**src/rtl/clk_edge_gen_pkg.sv**
```systemverilog
// ---------------------------------------------------------------------------
// clk_edge_gen_pkg
//   Shared definitions for the clk_edge_generator slice:
//     - CNT_W_DEFAULT : default width of the HIGH/LOW phase-length fields
//     - state_t       : waveform FSM states (IDLE, HIGH, LOW)
//     - sat_len()     : maps a zero phase length to one cycle
// ---------------------------------------------------------------------------
package clk_edge_gen_pkg;

    localparam int CNT_W_DEFAULT = 8;

    typedef enum logic [1:0] {
        IDLE = 2'd0,
        HIGH = 2'd1,
        LOW  = 2'd2
    } state_t;

    // A phase can never be shorter than one cycle, so 0 is promoted to 1.
    function automatic logic [31:0] sat_len(input logic [31:0] len);
        return (len == 32'd0) ? 32'd1 : len;
    endfunction

endpackage

```
**src/rtl/clk_edge_generator_phase_counter.sv**
```systemverilog
// ---------------------------------------------------------------------------
// edge_phase_counter
//   Loadable down-counter that times one waveform phase. The owner loads it
//   with (length - 1) on phase entry and the phase ends when zero is seen.
//   The counter holds at zero rather than wrapping.
// Ports:
//   clk      in   system clock
//   rst_n    in   asynchronous active-low reset (count -> 0)
//   load     in   load load_val this cycle (has priority over dec)
//   load_val in   value to load
//   dec      in   decrement request (ignored once at zero)
//   zero     out  count is zero
// ---------------------------------------------------------------------------
module edge_phase_counter #(
    parameter int CNT_W = 8
) (
    input  logic             clk,
    input  logic             rst_n,
    input  logic             load,
    input  logic [CNT_W-1:0] load_val,
    input  logic             dec,
    output logic             zero
);

    logic [CNT_W-1:0] count;

    always_ff @(posedge clk or negedge rst_n) begin
        if (!rst_n) begin
            count <= '0;
        end else if (load) begin
            count <= load_val;
        end else if (dec && (count != '0)) begin
            count <= count - CNT_W'(1);
        end
    end

    assign zero = (count == '0);

endmodule

```
**src/rtl/clk_edge_generator.sv**
```systemverilog
// ---------------------------------------------------------------------------
// clk_edge_generator
//   Generates a programmable waveform with per-period HIGH/LOW lengths and
//   one-cycle strobes on the edges it creates. New phase lengths arrive via a
//   valid/ready handshake into a shadow slot and only become active in IDLE
//   or at a period boundary (LOW -> HIGH). Dropping en lets the current period
//   finish before returning to IDLE.
// Ports:
//   clk          in   system clock
//   rst_n        in   asynchronous active-low reset
//   en           in   run request (level)
//   cfg_valid    in   new phase lengths offered
//   cfg_ready    out  shadow slot free
//   cfg_high     in   HIGH phase length in cycles (0 treated as 1)
//   cfg_low      in   LOW phase length in cycles (0 treated as 1)
//   wave_out     out  generated waveform (registered)
//   pos_strobe   out  pulse in the first cycle wave_out reads 1
//   neg_strobe   out  pulse in the first cycle wave_out reads 0
//   dual_strobe  out  pos_strobe | neg_strobe (registered)
//   busy         out  FSM not in IDLE
//   oneshot      in   (only with CLK_EDGE_GEN_ONESHOT_EN) a rising en in IDLE
//                     runs exactly one period, then IDLE regardless of en
// Build option: define CLK_EDGE_GEN_ONESHOT_EN to add the oneshot input.
// ---------------------------------------------------------------------------
module clk_edge_generator
    import clk_edge_gen_pkg::*;
#(
    parameter int CNT_W = CNT_W_DEFAULT
) (
    input  logic             clk,
    input  logic             rst_n,
    input  logic             en,
    input  logic             cfg_valid,
    output logic             cfg_ready,
    input  logic [CNT_W-1:0] cfg_high,
    input  logic [CNT_W-1:0] cfg_low,
    output logic             wave_out,
    output logic             pos_strobe,
    output logic             neg_strobe,
    output logic             dual_strobe,
    output logic             busy
`ifdef CLK_EDGE_GEN_ONESHOT_EN
    ,
    input  logic             oneshot
`endif
);

    state_t           state;
    logic [CNT_W-1:0] act_h;
    logic [CNT_W-1:0] act_l;
    logic [CNT_W-1:0] sh_h;
    logic [CNT_W-1:0] sh_l;
    logic             pending;

    logic [CNT_W-1:0] eff_h;
    logic [CNT_W-1:0] cnt_load_val;
    logic             accept;
    logic             apply_cfg;
    logic             high_done;
    logic             low_done;
    logic             start;
    logic             cont;
    logic             go_high;
    logic             cnt_load;
    logic             cnt_dec;
    logic             cnt_zero;

    assign cfg_ready = ~pending;
    assign accept    = cfg_valid & ~pending;
    assign busy      = (state != IDLE);

    assign high_done = (state == HIGH) && cnt_zero;
    assign low_done  = (state == LOW)  && cnt_zero;

`ifdef CLK_EDGE_GEN_ONESHOT_EN
    logic en_d;
    logic one_run;

    // In oneshot mode only a fresh rising en starts a period, and the period
    // it starts is never continued.
    assign start = oneshot ? (en & ~en_d) : en;
    assign cont  = en & ~one_run;

    always_ff @(posedge clk or negedge rst_n) begin
        if (!rst_n) begin
            en_d    <= 1'b0;
            one_run <= 1'b0;
        end else begin
            en_d <= en;
            if ((state == IDLE) && start) begin
                one_run <= oneshot;
            end else if (low_done) begin
                one_run <= 1'b0;
            end
        end
    end
`else
    assign start = en;
    assign cont  = en;
`endif

    assign go_high   = ((state == IDLE) && start) || (low_done && cont);
    assign apply_cfg = pending && ((state == IDLE) || low_done);

    // A HIGH phase entered on the same edge that a pending config is applied
    // must already use the new length, so take it straight from the shadow.
    assign eff_h = pending ? sh_h : act_h;

    // LOW always belongs to the period already under way, so it uses act_l.
    assign cnt_load     = go_high | high_done;
    assign cnt_load_val = go_high ? (eff_h - CNT_W'(1)) : (act_l - CNT_W'(1));
    assign cnt_dec      = (state != IDLE);

    edge_phase_counter #(
        .CNT_W(CNT_W)
    ) u_phase_cnt (
        .clk     (clk),
        .rst_n   (rst_n),
        .load    (cnt_load),
        .load_val(cnt_load_val),
        .dec     (cnt_dec),
        .zero    (cnt_zero)
    );

    // Accept and apply cannot coincide: apply needs a pending shadow while
    // accept needs an empty one, so a payload accepted at a boundary always
    // waits for the following boundary.
    always_ff @(posedge clk or negedge rst_n) begin
        if (!rst_n) begin
            act_h   <= CNT_W'(1);
            act_l   <= CNT_W'(1);
            sh_h    <= CNT_W'(1);
            sh_l    <= CNT_W'(1);
            pending <= 1'b0;
        end else if (accept) begin
            sh_h    <= CNT_W'(sat_len(32'(cfg_high)));
            sh_l    <= CNT_W'(sat_len(32'(cfg_low)));
            pending <= 1'b1;
        end else if (apply_cfg) begin
            act_h   <= sh_h;
            act_l   <= sh_l;
            pending <= 1'b0;
        end
    end

    // Waveform FSM with registered wave and strobe outputs.
    always_ff @(posedge clk or negedge rst_n) begin
        if (!rst_n) begin
            state       <= IDLE;
            wave_out    <= 1'b0;
            pos_strobe  <= 1'b0;
            neg_strobe  <= 1'b0;
            dual_strobe <= 1'b0;
        end else begin
            pos_strobe  <= 1'b0;
            neg_strobe  <= 1'b0;
            dual_strobe <= 1'b0;
            case (state)
                IDLE: begin
                    if (go_high) begin
                        state       <= HIGH;
                        wave_out    <= 1'b1;
                        pos_strobe  <= 1'b1;
                        dual_strobe <= 1'b1;
                    end
                end
                HIGH: begin
                    if (high_done) begin
                        state       <= LOW;
                        wave_out    <= 1'b0;
                        neg_strobe  <= 1'b1;
                        dual_strobe <= 1'b1;
                    end
                end
                LOW: begin
                    if (low_done) begin
                        if (cont) begin
                            state       <= HIGH;
                            wave_out    <= 1'b1;
                            pos_strobe  <= 1'b1;
                            dual_strobe <= 1'b1;
                        end else begin
                            state    <= IDLE;
                            wave_out <= 1'b0;
                        end
                    end
                end
                default: begin
                    state    <= IDLE;
                    wave_out <= 1'b0;
                end
            endcase
        end
    end

endmodule

```
**config.mk**
```make
export PLATFORM = sky130hd
export DESIGN_NAME = clk_edge_generator
export DESIGN_NICKNAME = d
export VERILOG_FILES = /design/src/rtl/clk_edge_gen_pkg.sv /design/src/rtl/clk_edge_generator_phase_counter.sv /design/src/rtl/clk_edge_generator.sv
export SDC_FILE = /design/constraint.sdc
export NUM_CORES = 1
export LEC_CHECK = 0
export BUFFER_PORTS_ARGS = -buffer_cell sky130_fd_sc_hd__buf_2
export CORE_UTILIZATION = 60
export CTS_BUF_LIST = sky130_fd_sc_hd__clkbuf_8
export CTS_CLUSTER_DIAMETER = 80
export DETAILED_ROUTE_END_ITERATION = 10
export GPL_ROUTABILITY_DRIVEN = 0
export PLACE_DENSITY = 0.82
export SLEW_MARGIN = 20
export SYNTH_ARGS = -nofsm -noshare
export SYNTH_HDL_FRONTEND = slang
export SYNTH_SLANG_ARGS = --single-unit
```
**constraint.sdc**
```tcl
create_clock -name clk -period 5 [get_ports clk]
set_input_delay 0.25 -clock clk [delete_from_list [all_inputs] [get_ports clk]]
set_output_delay 0.25 -clock clk [all_outputs]
set_load 0.01 [all_outputs]
```
Word level (Yosys, flattened, before mapping)
Cells that the tools add are included.
W data, S select, Z words.
Storage, ports and cells
  register bits after elaboration: 47
  output and inout bits: 6
  logic and storage cells: 65
Cells by class
  add/sub/neg operators: 3
  equality and inequality tests: 5
  muxes and demuxes: 24
  bitwise operators: 4
  reduce and logical (&&, ||, !) cells: 18
Operators by type and width (count)
  $mux W8: 6
  $logic_not A8 Y1: 3
  $sub A8 B1 Y8 const B: 3
  $mux W1: 11
  $reduce_bool A8 Y1: 1
  $logic_and A1 B1 Y1: 6
  $mux W2: 3
  $ne A2 B2 Y1 const B: 3
  $pmux W1 S3: 2
  $pmux W2 S3: 1
  $reduce_bool A2 Y1: 3
  $reduce_and A3 Y1: 1
  $eq A2 B1 Y1 const B: 1
  $eq A2 B2 Y1 const B: 1
  $logic_not A2 Y1: 1
  $logic_or A1 B1 Y1: 2
  $not A1 Y1: 2
  $pmux W1 S2: 1
  $reduce_and A2 Y1: 1
  $and A1 B1 Y1: 1
  $or A1 B1 Y1: 1

Logic depth before layout (Yosys ltp)
  word-level depth: 6
  mapped depth: 10
  mapped depth without buffers: 9

By module
A second synthesis with hierarchy kept.
Second synthesis, totals
  cell total of the unflattened synthesis: 224
  area total of the unflattened synthesis: 2451.1 um^2
Modules (own cells, without submodules)
  clk_edge_generator: times used 1, cells each 166, area an instance 1923.1 um^2, seq. area each 980.9 um^2
  edge_phase_counter: times used 1, cells each 58, area an instance 528.0 um^2, seq. area each 200.2 um^2

Worst setup path after synthesis
Ideal clock, no wire load.
  path type: reg-to-reg
  from: reg u_phase_cnt.count[1]
  to: reg u_phase_cnt.count[6]
  setup time: 0.125 ns
  arrival: 2.139 ns
  path slack: 2.736 ns
  cell stages (with the launch flop): 9
  buffers on the path: 0
  period minus slack after synthesis: 2.264 ns
  cells stage by stage: dfrtp_1 nor4_4 a21boi_2 o31ai_1 a21oi_1 ha_1 nand4_1 xor2_1 mux2_2
On the way
  cells in the longest elaborated chain, start to end: 6
Ends and longest elaborated chain
  start, declared: line clk_edge_generator_phase_counter.sv:25  | logic [CNT_W-1:0] count;
  start signal, assigned: line clk_edge_generator_phase_counter.sv:31  | count <= load_val;
  start signal, assigned: line clk_edge_generator_phase_counter.sv:33  | count <= count - CNT_W'(1);
  parallel branches: the longest is 6 deep, another holds $sub A8 B1 Y8
Parallel ways; which one is timed is not known. The select of a mux whose other input is x is not followed.
A chain may end at the register's enable or synchronous reset.

Worst setup path in the final report
  from: reg u_phase_cnt.count[5]
  to: reg act_h[5]
On the way
  cells in the longest elaborated chain, start to end: 5
Ends and longest elaborated chain
  $logic_not A8 Y1: line clk_edge_generator_phase_counter.sv:37  | assign zero = (count == '0);
  $logic_and A1 B1 Y1: line clk_edge_generator.sv:73  | assign low_done = (state == LOW) && cnt_zero;
  $logic_or A1 B1 Y1: line clk_edge_generator.sv:103  | assign apply_cfg = pending && ((state == IDLE) || low_done);
  $logic_and A1 B1 Y1: line clk_edge_generator.sv:103
  $reduce_and A2 Y1 (no source line)
  end signal, assigned: line clk_edge_generator.sv:140  | act_h <= sh_h;
  end, declared: line clk_edge_generator.sv:49  | logic [CNT_W-1:0] act_h;
Every way passes these cells.

==> flow_summary.ini <==
[clock_tree]
ctsLongestPathBuffers = 2
clock_tree.root_cell = clkbuf_8
cts_tree = yes
htreeDepth = 2
post_cts.resized_instances = 0
cts_sinks = 47
cts_buffers = 5
clk-insertion-delay-late_ps = 300
clkTransAtPathRegs_ps = 80

[sta]
finalHoldViolCount = 0
finClkSkew_ps = 4.32
worst_slew_margin_rel_pct = 36.8
layout_worst_path_cycle_share_pct = 50.8
rsz_0062_raised_after_global_routing = no
setup-tns-final_ps = 0
worst_pin_slew_ps = 948
setup_viol = 0
timing.final.crit_period_ps = 2540
number_of_max_slew_violations_in_the_final_report = 0
fmax_ghz = 0.394

[synth]
sequential_fraction_of_the_synthesis_area_pct = 50.5
main_area_contributors_after_synthesis = dfrtp_1 46%, mux2_2 12%, dfstp_2 4.5%, mux2_1 4.3%, mux2i_1 3.4%
synthesis.instances = 187
yosys.area.top_type = dfrtp_1
synth_edf_count = 0
synth_area_per_cell_um2 = 12.5
synthFlopType = dfrtp_1
synthesis.nets = 208
synth.top_cell.area_share_pct = 46.0
synth_seq_cells = 47
netlist_area_mm2 = 0.00234
async_reset_ff_share_pct = 100
synth_cell_types = 48
ys_warn_count = 0

[worst_setup_path]
r2r_cells = 4
cp_slowest_stage_delay_ps = 810
critical_path.reg2reg.endpoint = act_h[5]
cp_cell_sequence = nor4_4, nand2_2, a211oi_4, mux2_2
timing.critical_path.to_type = flop
critical_path.max_fanout = 17
worst-r2r-setup-slack_ps = 2460
regToRegStartpoint = u_phase_cnt.count[5]
worst_endpoint_data_arrival_time_ps = 2730
required_ps = 5190
critical_path_class = reg2reg
worstSetupStartpointType = flop
cpMaxStageDelayCell = a211oi_4

[grt]
grt_start_max_net_pins = 48
grt_overflow_total = 0
grt_pass1_vias = 1629
grt_first_pass_wirelength_um = 7560
grt.total_usage_pct = 24.6
initial_antenna_violation_count = 0

[power]
netSwitchingPower_mw = 0.521
power_switching_share_pct = 34.1
power.density_mw_per_mm2 = 586
power.share.clock_pct = 21.1
power.static_leakage_nw = 1.20
internal_power_component_mw = 1.01
comb_pwr_share_pct = 35.1
share_of_total_power_in_sequential_cells_pct = 43.8
irDropWorstVdd_mv = 0.299

[drt]
detail_route.iter0.violations = 132
vias_per_cell = 5.98
via_count = 1567
ant_nets = 0
drt-total-wl_um = 4580
remaining_drc_errors = 0
dr.pass1.iters = 4
route.detailed.wl_per_inst_um = 17.5

[hold_path]
hold_class = in2reg
hold_depth = 3
hold_end = pending
hold_start = cfg_valid

[floorplan]
io_pins = 26
design.die.area_mm2 = 0.00416
die_x_um = 64.5
placement_rows = 22
design.core.area_mm2 = 0.00369
initial_core_util_pct = 63.5
dieHeight_um = 64.5

[final_layout]
post_route_cells_drive_above_1_share_pct = 37.4
post_layout_nonfiller_instances = 262
area_growth_pct = 11.6
layout.nets = 234
antenna_diode_instance_count = 0

[place]
placement.io_buffers = 25
total_placed_cells_including_tap_cells = 253
place.detailed.hpwl_um = 3330

[run]
timing.max_cap.violations = 0

[outcome]
run_status = completed
power groups by stage:
stage	sequential (mW)	combinational, mW	clock, mW
4_1_cts	0.668	0.542	0.329
6_report	0.670	0.538	0.323
3_3_place_gp	0.662	0.510	0
3_5_place_dp	0.675	0.537	0
2_1_floorplan	0.626	0.457	0
5_1_grt	0.683	0.588	0.344
layer usage:
metal  wire (um)  up-vias  track usage, %
met3         207       20            6.51
met2        2260       46            40.8
met1        1930      770            29.5
met4         186        0            12.2
li1            -      731               -
met5           0        -               0
logic make-up (layout without fill, tap and decap cells):
| family | count (synthesis) | count (layout) | synth area share (%) |
|---|---|---|---|
| flops | 47 | 47 | 50.5 |
| xor+xnor | 6 | 6 | 2.24 |
| simple gates | 45 | 45 | 11.4 |
| compound gates | 35 | 35 | 12.0 |
| mux | 42 | 42 | 19.9 |
| fa+ha+maj | 1 | 1 | 0.534 |
| buf+inv | 11 | 38 | 3.42 |
cells in the mapped netlist, drive strengths merged, types with 2 or more instances:
| cell | number |
|---|---|
| dfrtp | 43 |
| mux2 | 34 |
| nand2 | 19 |
| o21ai | 15 |
| a21oi | 8 |
| mux2i | 8 |
| nand3 | 5 |
| nand4 | 5 |
| nor2 | 5 |
| buf | 4 |
| dfstp | 4 |
| nor4 | 4 |
| xor2 | 4 |
| clkbuf | 3 |
| clkinv | 2 |
| inv | 2 |
| nor2b | 2 |
| nor3 | 2 |
| o311ai | 2 |
| xnor2 | 2 |
how the worst max path moves through the flow:
stage	endpoint	start	cells past startpoint
after floorplan	u_phase_cnt.count[6]	u_phase_cnt.count[1]	8
after global placement	act_h[6]	u_phase_cnt.count[5]	4
after detailed placement	act_h[5]	u_phase_cnt.count[5]	4
after CTS	act_h[5]	u_phase_cnt.count[5]	4
after global routing	act_h[1]	u_phase_cnt.count[1]	4
final	act_h[5]	u_phase_cnt.count[5]	4
sequential cells by signal (all words and copies together), names as in the netlist:
| register | flops |
|---|---|
| act_h | 8 |
| act_l | 8 |
| dual_strobe | 1 |
| neg_strobe | 1 |
| pending | 1 |
| pos_strobe | 1 |
| sh_h | 8 |
| sh_l | 8 |
| state | 2 |
| u_phase_cnt.count | 8 |
| wave_out | 1 |
final cells by class:
type                       instances  area, um2
tap                               48       60.1
timing repair buffer              26        138
multi-input combinational        129       1080
inverter                           4       21.3
fill                             293       1080
clock buffer                       5       68.8
sequential                        47       1180
clock inverter                     3       63.8
critical path: cells and delay by family (launching register included):
kind            cells  cell delay, ps
simple gates        2             750
mux                 1             420
compound gates      1             810
flops               1             440
cell usage in the layout (no fill, tap or decap), types with 2 or more instances in the layout:
master / netlist / layout
inv_1: 2 / 3
mux2_2: 24 / 24
xor2_1: 4 / 4
nand3_1: 4 / 4
dfstp_2: 4 / 4
mux2i_1: 8 / 8
buf_2: 0 / 24
nor2_1: 5 / 5
dfrtp_1: 43 / 43
nand4_1: 5 / 5
nor4_4: 2 / 2
bufinv_16: 0 / 2
o21ai_1: 5 / 5
o21ai_0: 10 / 10
nor4_1: 2 / 2
a21oi_1: 8 / 8
nand2_1: 17 / 17
clkbuf_8: 1 / 5
mux2_1: 9 / 9
nor3_1: 2 / 2
xnor2_1: 2 / 2
per-stage QoR:
step                      area [um2]  setup WS [ps]  util [%]  power, mW  hold WS, ps
after detailed placement        2470           2480      66.9       1.21          474
after global routing            2610           2300      70.8       1.62          179
after global placement          2470           2570      66.9       1.17          458
final                           2610           2460      70.8       1.53          182
after CTS                       2600           2440      70.5       1.54          157
after floorplan                 2340           2740         -       1.08        -45.6
what timing repair did:
item | in CTS | in global routing
hold buffers | 0 | 1
hold endpoints to repair | 0 | 42
setup buffers | 0 | 0
Power figures use the tool's default switching activity.
